File: src/rtl/serial_deserializer.sv
// Serial-to-parallel receiver: assembles framed din bits into a WIDTH-bit word
// and hands it downstream with a valid/ready handshake, flagging dropped bits.
//
// state | meaning
// IDLE  | no frame in progress, no word pending
// SHIFT | collecting bits of a frame (busy=1)
// FULL  | completed word held on Q awaiting q_ready (q_valid=1)
module serial_deserializer #(
  parameter int WIDTH = 4,
  parameter int CNT_W = 3
) (
  input  logic             clk,
  input  logic             rst,
  input  logic             start,
  input  logic             dir,
  input  logic             din,
  input  logic             din_valid,
  output logic [WIDTH-1:0] Q,
  output logic             q_valid,
  input  logic             q_ready,
  output logic             busy,
  output logic             overrun
);

  typedef enum logic [1:0] {
    S_IDLE  = 2'd0,
    S_SHIFT = 2'd1,
    S_FULL  = 2'd2
  } state_t;

  state_t           r_state;
  logic [WIDTH-1:0] r_sreg;
  logic [CNT_W-1:0] r_cnt;
  logic             r_dir;
  logic [WIDTH-1:0] r_q;
  logic             r_q_valid;
  logic             r_busy;
  logic             r_overrun;

  logic [WIDTH-1:0] w_shift;
  logic [WIDTH-1:0] w_start_sreg;
  logic [CNT_W-1:0] w_start_cnt;
  logic             w_last;

  // A bit arriving with start belongs to the new frame and uses the new dir.
  always_comb begin
    w_shift      = '0;
    w_start_sreg = '0;
    w_start_cnt  = '0;
    w_last       = 1'b0;
    if (r_dir) w_shift = {r_sreg[WIDTH-2:0], din};
    else       w_shift = {din, r_sreg[WIDTH-1:1]};
    if (din_valid) begin
      w_start_cnt = CNT_W'(1);
      if (dir) w_start_sreg = {{(WIDTH-1){1'b0}}, din};
      else     w_start_sreg = {din, {(WIDTH-1){1'b0}}};
    end
    w_last = (r_cnt == CNT_W'(WIDTH-1));
  end

  always_ff @(posedge clk or negedge rst) begin
    if (!rst) begin
      r_state   <= S_IDLE;
      r_sreg    <= '0;
      r_cnt     <= '0;
      r_dir     <= 1'b0;
      r_q       <= '0;
      r_q_valid <= 1'b0;
      r_busy    <= 1'b0;
      r_overrun <= 1'b0;
    end else begin
      case (r_state)
        S_IDLE: begin
          if (start) begin
            r_state   <= S_SHIFT;
            r_busy    <= 1'b1;
            r_dir     <= dir;
            r_overrun <= 1'b0;
            r_cnt     <= w_start_cnt;
            r_sreg    <= w_start_sreg;
          end
        end

        S_SHIFT: begin
          if (start) begin
            r_dir     <= dir;
            r_overrun <= 1'b0;
            r_cnt     <= w_start_cnt;
            r_sreg    <= w_start_sreg;
          end else if (din_valid) begin
            r_sreg <= w_shift;
            if (w_last) begin
              r_q       <= w_shift;
              r_q_valid <= 1'b1;
              r_busy    <= 1'b0;
              r_cnt     <= '0;
              r_state   <= S_FULL;
            end else begin
              r_cnt <= r_cnt + CNT_W'(1);
            end
          end
        end

        S_FULL: begin
          // Only accept+start re-opens a frame; any other valid bit is lost.
          if (q_ready && start) begin
            r_q_valid <= 1'b0;
            r_state   <= S_SHIFT;
            r_busy    <= 1'b1;
            r_dir     <= dir;
            r_overrun <= 1'b0;
            r_cnt     <= w_start_cnt;
            r_sreg    <= w_start_sreg;
          end else begin
            if (q_ready) begin
              r_q_valid <= 1'b0;
              r_state   <= S_IDLE;
            end
            if (din_valid) r_overrun <= 1'b1;
          end
        end

        default: begin
          r_state   <= S_IDLE;
          r_busy    <= 1'b0;
          r_q_valid <= 1'b0;
        end
      endcase
    end
  end

  assign Q       = r_q;
  assign q_valid = r_q_valid;
  assign busy    = r_busy;
  assign overrun = r_overrun;

endmodule

File: config.mk
export PLATFORM = sky130hd
export DESIGN_NAME = serial_deserializer
export DESIGN_NICKNAME = d
export VERILOG_FILES = /design/src/rtl/serial_deserializer.sv
export SDC_FILE = /design/constraint.sdc
export NUM_CORES = 1
export LEC_CHECK = 0
export CAP_MARGIN = 20
export CORE_MARGIN = 2
export CORE_UTILIZATION = 44
export DETAILED_ROUTE_END_ITERATION = 16
export PLACE_DENSITY = 0.76
export SYNTH_ARGS = -nofsm -noshare
export SYNTH_HDL_FRONTEND = slang
export SYNTH_SLANG_ARGS = --single-unit
export TNS_END_PERCENT = 10
File: constraint.sdc
create_clock -name clk -period 2.1 [get_ports clk]
set_clock_uncertainty 0.05 [all_clocks]
set_input_delay 0.42 -clock clk [delete_from_list [all_inputs] [get_ports clk]]
set_output_delay 0.42 -clock clk [all_outputs]
set_load 0.1 [all_outputs]
==> results.toml <==
[yosys]
ys_seq_area_share_pct = 52.0
syn_avg_cell_area_sq_um = 10.5
synth_cell_types = 28
yosys_warnings = 0
synth_area_sq_um = 818
synth_nets = 86
synth_seq_cells = 17
yosys.area_share.simple_pct = 13.6
synth_compound_area_share_pct = 19.0
synth-xor-area-share_pct = 0
synth.area.top_cells = "dfrtp_1 (52%), nand2_1 (5.0%), mux2i_1 (4.9%)"
yosys.area_share.adder_pct = 1.53
yosys.area.top_type = "dfrtp_1"
yosys.area.top_type_share_pct = 52.0
syn_inst = 78
synth_top_family_by_area = "compound AO/OA/AOI/OAI gates"
synthMuxAreaShare_pct = 9.02

[clock_network]
h-tree-depth = 1
clock-root-buffer = "clkbuf_4"
clk_path_buf_depth = 2
cts-resized-gates = 0
post_cts_buffers = 0
numCtsBuffers = 3
cts.sinks = 17
cts_tree = "yes"
clock_latency_ps = 290
cts.reportedPaths.clkPinSlew_ps = 100
hold_buffers = 0

[critical_path]
crit_fanout = 7
cpPeakStageDelay_ps = 510
cp_cell_sequence = "clkdlybuf4s50_1 -> nor2b_1 -> o21ai_4 -> o21ai_1 -> mux2_2"
worstSetupPathType = "input port to flip-flop"
cp_slowest_cell = "clkdlybuf4s50_1"
worstPathRequired_ps = 2230
crit_path_start_kind = "input port"
cp.arrival_ps = 1850
rrSetupSlack_ps = 430
worstSetupEndpointType = "flip-flop"

[routing]
wl_per_cell_um = 11.8
wl_um = 1400
drc = 0
first_pass_iters = 4
vias = 602
vias_per_cell = 5.06
ant_nets = 0
drt_iter0_drc = 14

[finish]
syn2layout_area_growth_pct = 20.5
fin_cells = 119
drive_gt1_share_pct = 20.2
utilization_pct = 56.5
nets = 103
antenna_cells = 0

[place]
post-place-ws_ps = 76.7
io_buffers = 13
dp_hpwl_um = 1090
dp_cells = 115
globalplace.congestion = 0.764

[floorplan]
rows = 15
ios = 14
die_area_sq_um = 2220
die_w_um = 47.1
coreArea_sq_um = 1750
die_y_um = 47.1
start_util_pct = 46.9

[global_routing]
grt_start_max_net_pins = 18
antenna_found_initial = 0
track_usage_pct = 14.7
grt_overflow = 0
grt_pass1_vias = 548
grt_pass1_wl_um = 2210

[pwr]
powerDensity_nw_per_um2 = 1240
cellLeakagePower_nw = 0.456
peakVddDrop_mv = 0.573
power_mw = 1.22

[sta]
hold_violations = 0
worst_pin_slew_ps = 356
max_freq_ghz = 0.580
final_max_slew_viol_count = 0
slew_headroom_pct = 76.2
rsz0062_at_grt = "false"
fin_crit_sh_pct = 82.1
period_needed_ps = 1720
setup_tns_ps = 0
setup_viol = 0
setup_slack_ps = 375

[run_status]
status = "complete, no violations"

[flow_run]
maxCapViolCount = 0

[min_path]
hp-class = "input port to asynchronous set/reset pin"
-- through the flow --
| stage | cell area (sq um) | hold WS (ps) |
|---|---|---|
| 3_3_place_gp | 960 | 412 |
| 3_5_place_dp | 960 | 423 |
| 2_1_floorplan | 818 | 74.4 |
| 6_report | 986 | 388 |
| 5_1_grt | 986 | 406 |
| 4_1_cts | 986 | 399 |
-- final cells by class --
| type | count | area, sq um |
|---|---|---|
| clock buffers | 4 | 26.3 |
| fillers | 162 | 759 |
| inverters | 4 | 15.0 |
| multi-input cells | 53 | 353 |
| flip-flops and latches | 17 | 425 |
| well taps | 25 | 31.3 |
| repair buffers | 16 | 135 |
-- registers in the layout (all words and copies together), names as in the netlist --
register / cells
r_sreg: 4
r_dir: 1
busy: 1
q_valid: 1
Q: 4
r_cnt: 3
overrun: 1
r_state: 2
-- critical path, delay by kind of cell --
family	cells	cell delay (ps)
AOI/OAI and AO/OA	2	300
buffers and inverters	1	510
muxes	1	380
and+or+nand+nor	1	250
-- path summary, 6_finish.rpt --
kind	from	end	cells past startpoint
max	q_ready	r_cnt[0]	5
min	rst	overrun	2
max reg2reg	r_state[0]	r_sreg[0]	4
min reg2reg	Q[0]	Q[0]	2
max in group asynchronous	rst	r_state[0]	2
min in group clk	Q[0]	Q[0]	2
-- layer usage --
layer	vias to the layer above	share of wire (%)	global-route usage [%]
met1	278	49	17.5
li1	311	-	-
met2	9	47	24.4
met3	4	2.3	3.46
met4	0	1.9	8.33
met5	-	0	0
-- power by group --
group,switching [mW],internal (mW)
Sequential,0.0591,0.404
Clock,0.101,0.0738
Combinational,0.433,0.149
-- synthesized netlist by cell type (all sizes together) --
library cell and n:
dfrtp 17, nand2 11, o21ai 10, inv 4, mux2i 4, buf 3
mux2 3, nand3 3, nand4 3, o21a 3, nor2 2, nor2b 2
o2bb2ai 2, o31ai 2, a21oi 1, a221oi 1, clkbuf 1, ha 1
nor3b 1, o211ai 1, o21bai 1, o41ai 1, or3b 1
-- cell families after synthesis --
logic type               after synthesis
AO/OA/AOI/OAI                         22
adder cells (fa/ha/maj)                1
buffers and inverters                  8
flip-flops                            17
multiplexers                           7
AND/OR/NAND/NOR                       23
-- placed cells by master, fill, tap and decap left out, types with 3 or more instances in the layout --
cell	n
mux2_2	3
buf_4	10
inv_1	3
o21ai_0	6
clkdlybuf4s50_1	6
nand4_1	3
mux2i_1	4
nand3_1	3
nand2_1	11
o21ai_1	3
clkbuf_4	3
dfrtp_1	17
(Power assumes the default switching activity.)
